### src/rtl/npc_bpu.sv
// Next-PC unit: registered fetch PC, EX branch comparator and 2-bit BHT predictor.
// Define NPC_BPU_PRED_EN to build the BHT; without it the unit predicts static not-taken.
module npc_bpu #(
  parameter logic [31:0] RESET_PC  = 32'h0000_3000,
  parameter int          BHT_DEPTH = 64
) (
  input  logic        clk,
  input  logic        rst_n,
  input  logic        if_stall,
  input  logic        if_is_branch,
  input  logic        if_is_jump,
  input  logic [15:0] if_imm16,
  input  logic [25:0] if_imm26,
  output logic [31:0] pc,
  output logic        pred_taken,
  input  logic        ex_valid,
  input  logic        ex_is_branch,
  input  logic        ex_is_jr,
  input  logic [2:0]  ex_cmp_op,
  input  logic [31:0] ex_a,
  input  logic [31:0] ex_b,
  input  logic [31:0] ex_pc,
  input  logic [15:0] ex_imm16,
  input  logic        ex_pred_taken,
  output logic        ex_taken,
  output logic [31:0] ex_laddr,
  output logic        flush
);

  localparam int IDX_W = (BHT_DEPTH > 1) ? $clog2(BHT_DEPTH) : 1;

  typedef enum logic [2:0] {
    CMP_BEQ  = 3'd0,
    CMP_BNE  = 3'd1,
    CMP_BLEZ = 3'd2,
    CMP_BGTZ = 3'd3,
    CMP_BLTZ = 3'd4,
    CMP_BGEZ = 3'd5
  } cmp_op_e;

  logic [31:0] pc_q, pc_d;
  logic [31:0] if_br_target, ex_br_target, jump_target;
  logic        a_neg, a_zero;
  logic        bht_hit;

  assign pc = pc_q;

  assign if_br_target = pc_q  + 32'd4 + {{14{if_imm16[15]}}, if_imm16, 2'b00};
  assign ex_br_target = ex_pc + 32'd4 + {{14{ex_imm16[15]}}, ex_imm16, 2'b00};
  assign jump_target  = {pc_q[31:28], if_imm26, 2'b00};
  assign ex_laddr     = ex_pc + 32'd8;

  // Sign-against-zero compares reduce to the sign bit and a zero detect.
  assign a_neg  = ex_a[31];
  assign a_zero = (ex_a == 32'd0);

  always_comb begin
    // NOTE: every always_comb output gets a default first so no path infers a latch.
    ex_taken = 1'b0;
    case (cmp_op_e'(ex_cmp_op))
      CMP_BEQ:  ex_taken = (ex_a == ex_b);
      CMP_BNE:  ex_taken = (ex_a != ex_b);
      CMP_BLEZ: ex_taken = a_neg | a_zero;
      CMP_BGTZ: ex_taken = ~a_neg & ~a_zero;
      CMP_BLTZ: ex_taken = a_neg;
      CMP_BGEZ: ex_taken = ~a_neg;
      default:  ex_taken = 1'b0;
    endcase
  end

  // JR is never predicted, so it always redirects.
  assign flush = ex_valid & (ex_is_jr | (ex_is_branch & (ex_taken != ex_pred_taken)));

`ifdef NPC_BPU_PRED_EN
  logic [1:0]       bht_q [BHT_DEPTH];
  logic [1:0]       bht_d [BHT_DEPTH];
  logic [IDX_W-1:0] if_idx, ex_idx;

  assign if_idx = pc_q[IDX_W+1:2];
  assign ex_idx = ex_pc[IDX_W+1:2];

  // IF reads the registered counter, so a same-index update this cycle is not seen yet.
  assign bht_hit = bht_q[if_idx][1];

  always_comb begin
    bht_d = bht_q;
    if (ex_valid && ex_is_branch) begin
      if (ex_taken && (bht_q[ex_idx] != 2'b11)) begin
        bht_d[ex_idx] = bht_q[ex_idx] + 2'b01;
      end else if (!ex_taken && (bht_q[ex_idx] != 2'b00)) begin
        bht_d[ex_idx] = bht_q[ex_idx] - 2'b01;
      end
    end
  end

  always_ff @(posedge clk or negedge rst_n) begin
    if (!rst_n) begin
      // NOTE: the BHT is reset entry by entry because the predictor must start weakly not-taken.
      for (int i = 0; i < BHT_DEPTH; i++) begin
        bht_q[i] <= 2'b01;
      end
    end else begin
      bht_q <= bht_d;
    end
  end
`else
  assign bht_hit = 1'b0;
`endif

  assign pred_taken = if_is_branch & bht_hit;

  always_comb begin
    pc_d = pc_q + 32'd4;
    if (flush) begin
      if (ex_is_jr)      pc_d = ex_a;
      else if (ex_taken) pc_d = ex_br_target;
      else               pc_d = ex_pc + 32'd4;
    end else if (if_stall) begin
      pc_d = pc_q;
    end else if (if_is_jump) begin
      pc_d = jump_target;
    end else if (pred_taken) begin
      pc_d = if_br_target;
    end
  end

  always_ff @(posedge clk or negedge rst_n) begin
    if (!rst_n) begin
      pc_q <= RESET_PC;
    end else begin
      // NOTE: sequential state uses non-blocking assignments so all flops update together.
      pc_q <= pc_d;
    end
  end

endmodule

### config.mk
export PLATFORM = sky130hd
export DESIGN_NAME = npc_bpu
export DESIGN_NICKNAME = d
export VERILOG_FILES = /design/src/rtl/npc_bpu.sv
export SDC_FILE = /design/constraint.sdc
export NUM_CORES = 1
export LEC_CHECK = 0
export CAP_MARGIN = 20
export CELL_PAD_IN_SITES_DETAIL_PLACEMENT = 0
export CELL_PAD_IN_SITES_GLOBAL_PLACEMENT = 1
export CORE_UTILIZATION = 32
export CTS_BUF_LIST = sky130_fd_sc_hd__clkbuf_16
export CTS_CLUSTER_SIZE = 12
export DETAILED_ROUTE_END_ITERATION = 7
export PLACE_DENSITY_LB_ADDON = 0.08
export SETUP_SLACK_MARGIN = 0.3
export SLEW_MARGIN = 10
export SYNTH_ARGS = -nofsm -noshare
export SYNTH_HDL_FRONTEND = slang
export SYNTH_SLANG_ARGS = --single-unit
### constraint.sdc
create_clock -name clk -period 3.77 [get_ports clk]
set_input_delay 0.9425 -clock clk [delete_from_list [all_inputs] [get_ports clk]]
set_output_delay 0.9425 -clock clk [all_outputs]
set_load 0.1 [all_outputs]
==> qor.yml <==
outcome: "complete, but fails checks"
violations: "negative setup slack"
layout-drive-gt1-share_pct: 49.2
powerDensity_nw_per_um2: 272
final_cells: 1515
slew_viol_final: 0
ys_types: 69
hold_viol_final: 0
crit_fanout: 4
crit_slowest_cell: "or4_4"
antenna_found_initial: 0
end_kind: "register"
max_stage_delay_ns: 0.55
r2r_end: "pc[26]"
cp-start-kind: "input port"
ff2ff_path_depth: 9
r2r_start: "pc[2]"
avgSynthCellArea_um2: 7.54
gp_congestion: 0.959
wl_um: 29700
min_period_over_period_pct: 114
io_buffer_count: 214
cellLeakagePower_uw: 0.00573
path_cells: "buf_8 > ha_4 > nand4_1 > nor2_2 > and3_4 > and3_4 > nand4_1 > xnor2_2 > ha_4 > buf_4 > nand2_2 > or4_4 > a211oi_4 > nor2_4 > a41oi_4 > a221oi_4 > buf_4 > a211o_1 > mux2i_1"
setup_violations: 18
clk_pin_slew_ns: 0.06
first_pass_iters: 7
cts_root_buf: "clkbuf_16"
worstPathArrival_ns: 4.49
seq_area_frac_synth_pct: 13.6
worst_slack_ns: -0.516
path_class: "in2reg"
avgRoutedWirePerCell_um: 19.6
ir_worst_vdd_v: 0.000375
dieWidth_um: 138
slew_headroom_pct: 34.3
rows: 49
grt_pass1_wl_um: 42800
dp_cells: 1425
hpwlAfterDp_um: 22100
num_vias: 8268
boundaryPins: 233
remaining_drc_errors: 0
yosysTopAreaCell: "dfrtp_1"
cts_buffers: 5
synth_top_area_share_pct: 12.7
synth_cells: 782
postCtsHoldBufs: 0
grt_overflow: 0
hold_class: "reg2reg"
crit_path_end: "pc[30]"
synth_top_flop_cell: "dfrtp_1"
grt_usage_pct: 29.2
grt_start_max_net_pins: 33
drv_cap: 0
whs_ns: 0.538
layout.nets: 1490
rsz0062_at_grt: "true"
cts_tree: "yes"
largest_register_ffs: 32
yosys_warnings: 0
finish.utilization_pct: 70.3
syn_to_final_growth_pct: 115
syn-cell-area_um2: 5900
via_per_inst: 5.46
antenna_cells: 0
cts.sinks: 32
htree_levels: 2
postSynth.asyncResetShare_pct: 100
syn_nets: 987
drtAntennaViolNets: 0
fmax_mhz: 233
die_y_um: 138
tightest_slew_ns: 0.983
synth-seq-cells: 32
initial_core_util_pct: 32.7
grt_pass1_vias: 8045
required_ns: 3.98
synth_edf_count: 0
r2r_setup_slack_ns: 1.08
tns_ns: -5.53
first_iter_violations: 447
clock_path_buffers: 2
core_um2: 18000
finalCriticalPeriod_ns: 4.29
cp-startpoint: "ex_pc[4]"
clk_latency_ns: 0.29
finalClockSkew_ns: 0.00970
synth_area_leaders: "dfrtp_1 13%, xnor2_1 12%, ha_1 8.1%, mux2i_1 7.0%, xor2_1 5.5%"
die-area_um2: 19000
==> layer usage <==
layer,vias to the layer above,share of wire (%),track usage [%]
met5,-,0,0
met4,0,3.3,9.42
met3,66,6.6,2.83
met2,402,50,51.1
met1,3875,40,37.3
li1,3925,-,-
==> area by class of cell <==
type	count	area (um2)
repair buffers	538	4980
clock inverters	3	11.3
inverters	18	75.1
well taps	229	287
flip-flops and latches	32	803
clock buffers	5	125
fillers	1353	5350
multi-input cells	690	6390
==> placed cells by master, fill, tap and decap left out, types with 8 or more instances in the layout <==
| cell type | n |
|---|---|
| xnor2_1 | 41 |
| xor2_1 | 23 |
| xnor2_2 | 27 |
| o21ai_2 | 9 |
| xor2_4 | 8 |
| nand4_1 | 32 |
| mux2i_1 | 40 |
| a221oi_1 | 16 |
| buf_2 | 29 |
| nand2_1 | 39 |
| nand3_1 | 31 |
| buf_6 | 71 |
| nor3_1 | 17 |
| xnor2_4 | 11 |
| inv_1 | 17 |
| clkdlybuf4s50_1 | 68 |
| buf_4 | 284 |
| and3_4 | 8 |
| a21o_1 | 24 |
| nor2_1 | 48 |
| o21ai_0 | 18 |
| or3_1 | 9 |
| buf_12 | 34 |
| dlygate4sd2_1 | 23 |
| clkdlybuf4s15_2 | 11 |
| a21oi_2 | 8 |
| a21oi_1 | 38 |
| clkdlybuf4s15_1 | 9 |
| and3_1 | 13 |
| nand3_4 | 8 |
| nor2_4 | 10 |
| dfrtp_1 | 30 |
| ha_1 | 29 |
| nand2_2 | 10 |
==> worst min path at each step <==
| stage | cells after the start | endpoint | from | slack [ns] |
|---|---|---|---|---|
| after global placement | 2 | pc[0] | pc[0] | 0.51 |
| after detailed placement | 2 | pc[0] | pc[0] | 0.53 |
| after global routing | 2 | pc[1] | pc[1] | 0.57 |
| after floorplan | 0 | pc[0] | rst_n | 0.65 |
| after CTS | 2 | pc[0] | pc[0] | 0.55 |
| final | 2 | pc[0] | pc[0] | 0.54 |
==> stage by stage <==
stage	instance area, um2	total power [uW]	setup slack, ns
final	12700	3450	-0.516
after global routing	12700	3600	-0.623
after CTS	12000	3310	-0.407
after detailed placement	10800	2800	-1.21
after global placement	10800	2770	-1.10
after floorplan	6470	1920	-0.385
==> Yosys cell counts, types with 3 or more instances <==
cell       n
and4_1     8
a211oi_1   8
nor3_1    21
nor4_1    13
a31oi_1    8
inv_1     15
o21a_1     4
o221ai_1   3
a221o_1    4
nor3_2     3
a21oi_1   49
nand2b_1   7
a221oi_1  20
dfrtp_1   30
and2_1     6
nand3_1   44
a211o_1    5
xor2_1    37
buf_2      5
o31a_1     3
buf_4      4
mux2i_1   41
a311oi_1   6
o31ai_1    4
nand4_1   32
mux2_1     3
o211ai_1   3
xnor2_1   79
nand2_1   53
nor2_1    61
or3_1     10
clkbuf_1  30
ha_1      38
o21ai_0   30
o21bai_1   3
a21o_1    24
a22oi_1    3
and3_1    21
nor2b_1    4
==> power by group <==
part | leakage [uW] | switching [uW] | internal (uW)
combinational | 0.00528 | 1520 | 1000
sequential | 0.000369 | 118 | 421
clock | 0.0000738 | 150 | 237
total | 0.00573 | 1790 | 1660
==> logic make-up after synthesis <==
logic type / Yosys count / share of synthesized area (%)
compound gates: 198 / 23.2
xor+xnor: 116 / 17.2
fa+ha+maj: 39 / 8.40
buf+inv: 60 / 4.31
flops: 32 / 13.6
mux: 45 / 7.72
other cells: 1 / 0.0636
simple gates: 291 / 25.4
==> timing repair <==
action	in CTS	in global routing
gates resized for setup	432	103
buffers inserted	55	27
pin swaps	167	94
setup endpoints to repair	57	50
==> worst max-delay path, delay by kind of cell <==
family,cells,cell delay [ns]
compound gates,4,0.85
xor+xnor,1,0.20
fa+ha+maj,2,0.44
buf+inv,3,0.34
mux,1,0.16
simple gates,8,1.53
Power figures use the tool's default switching activity.
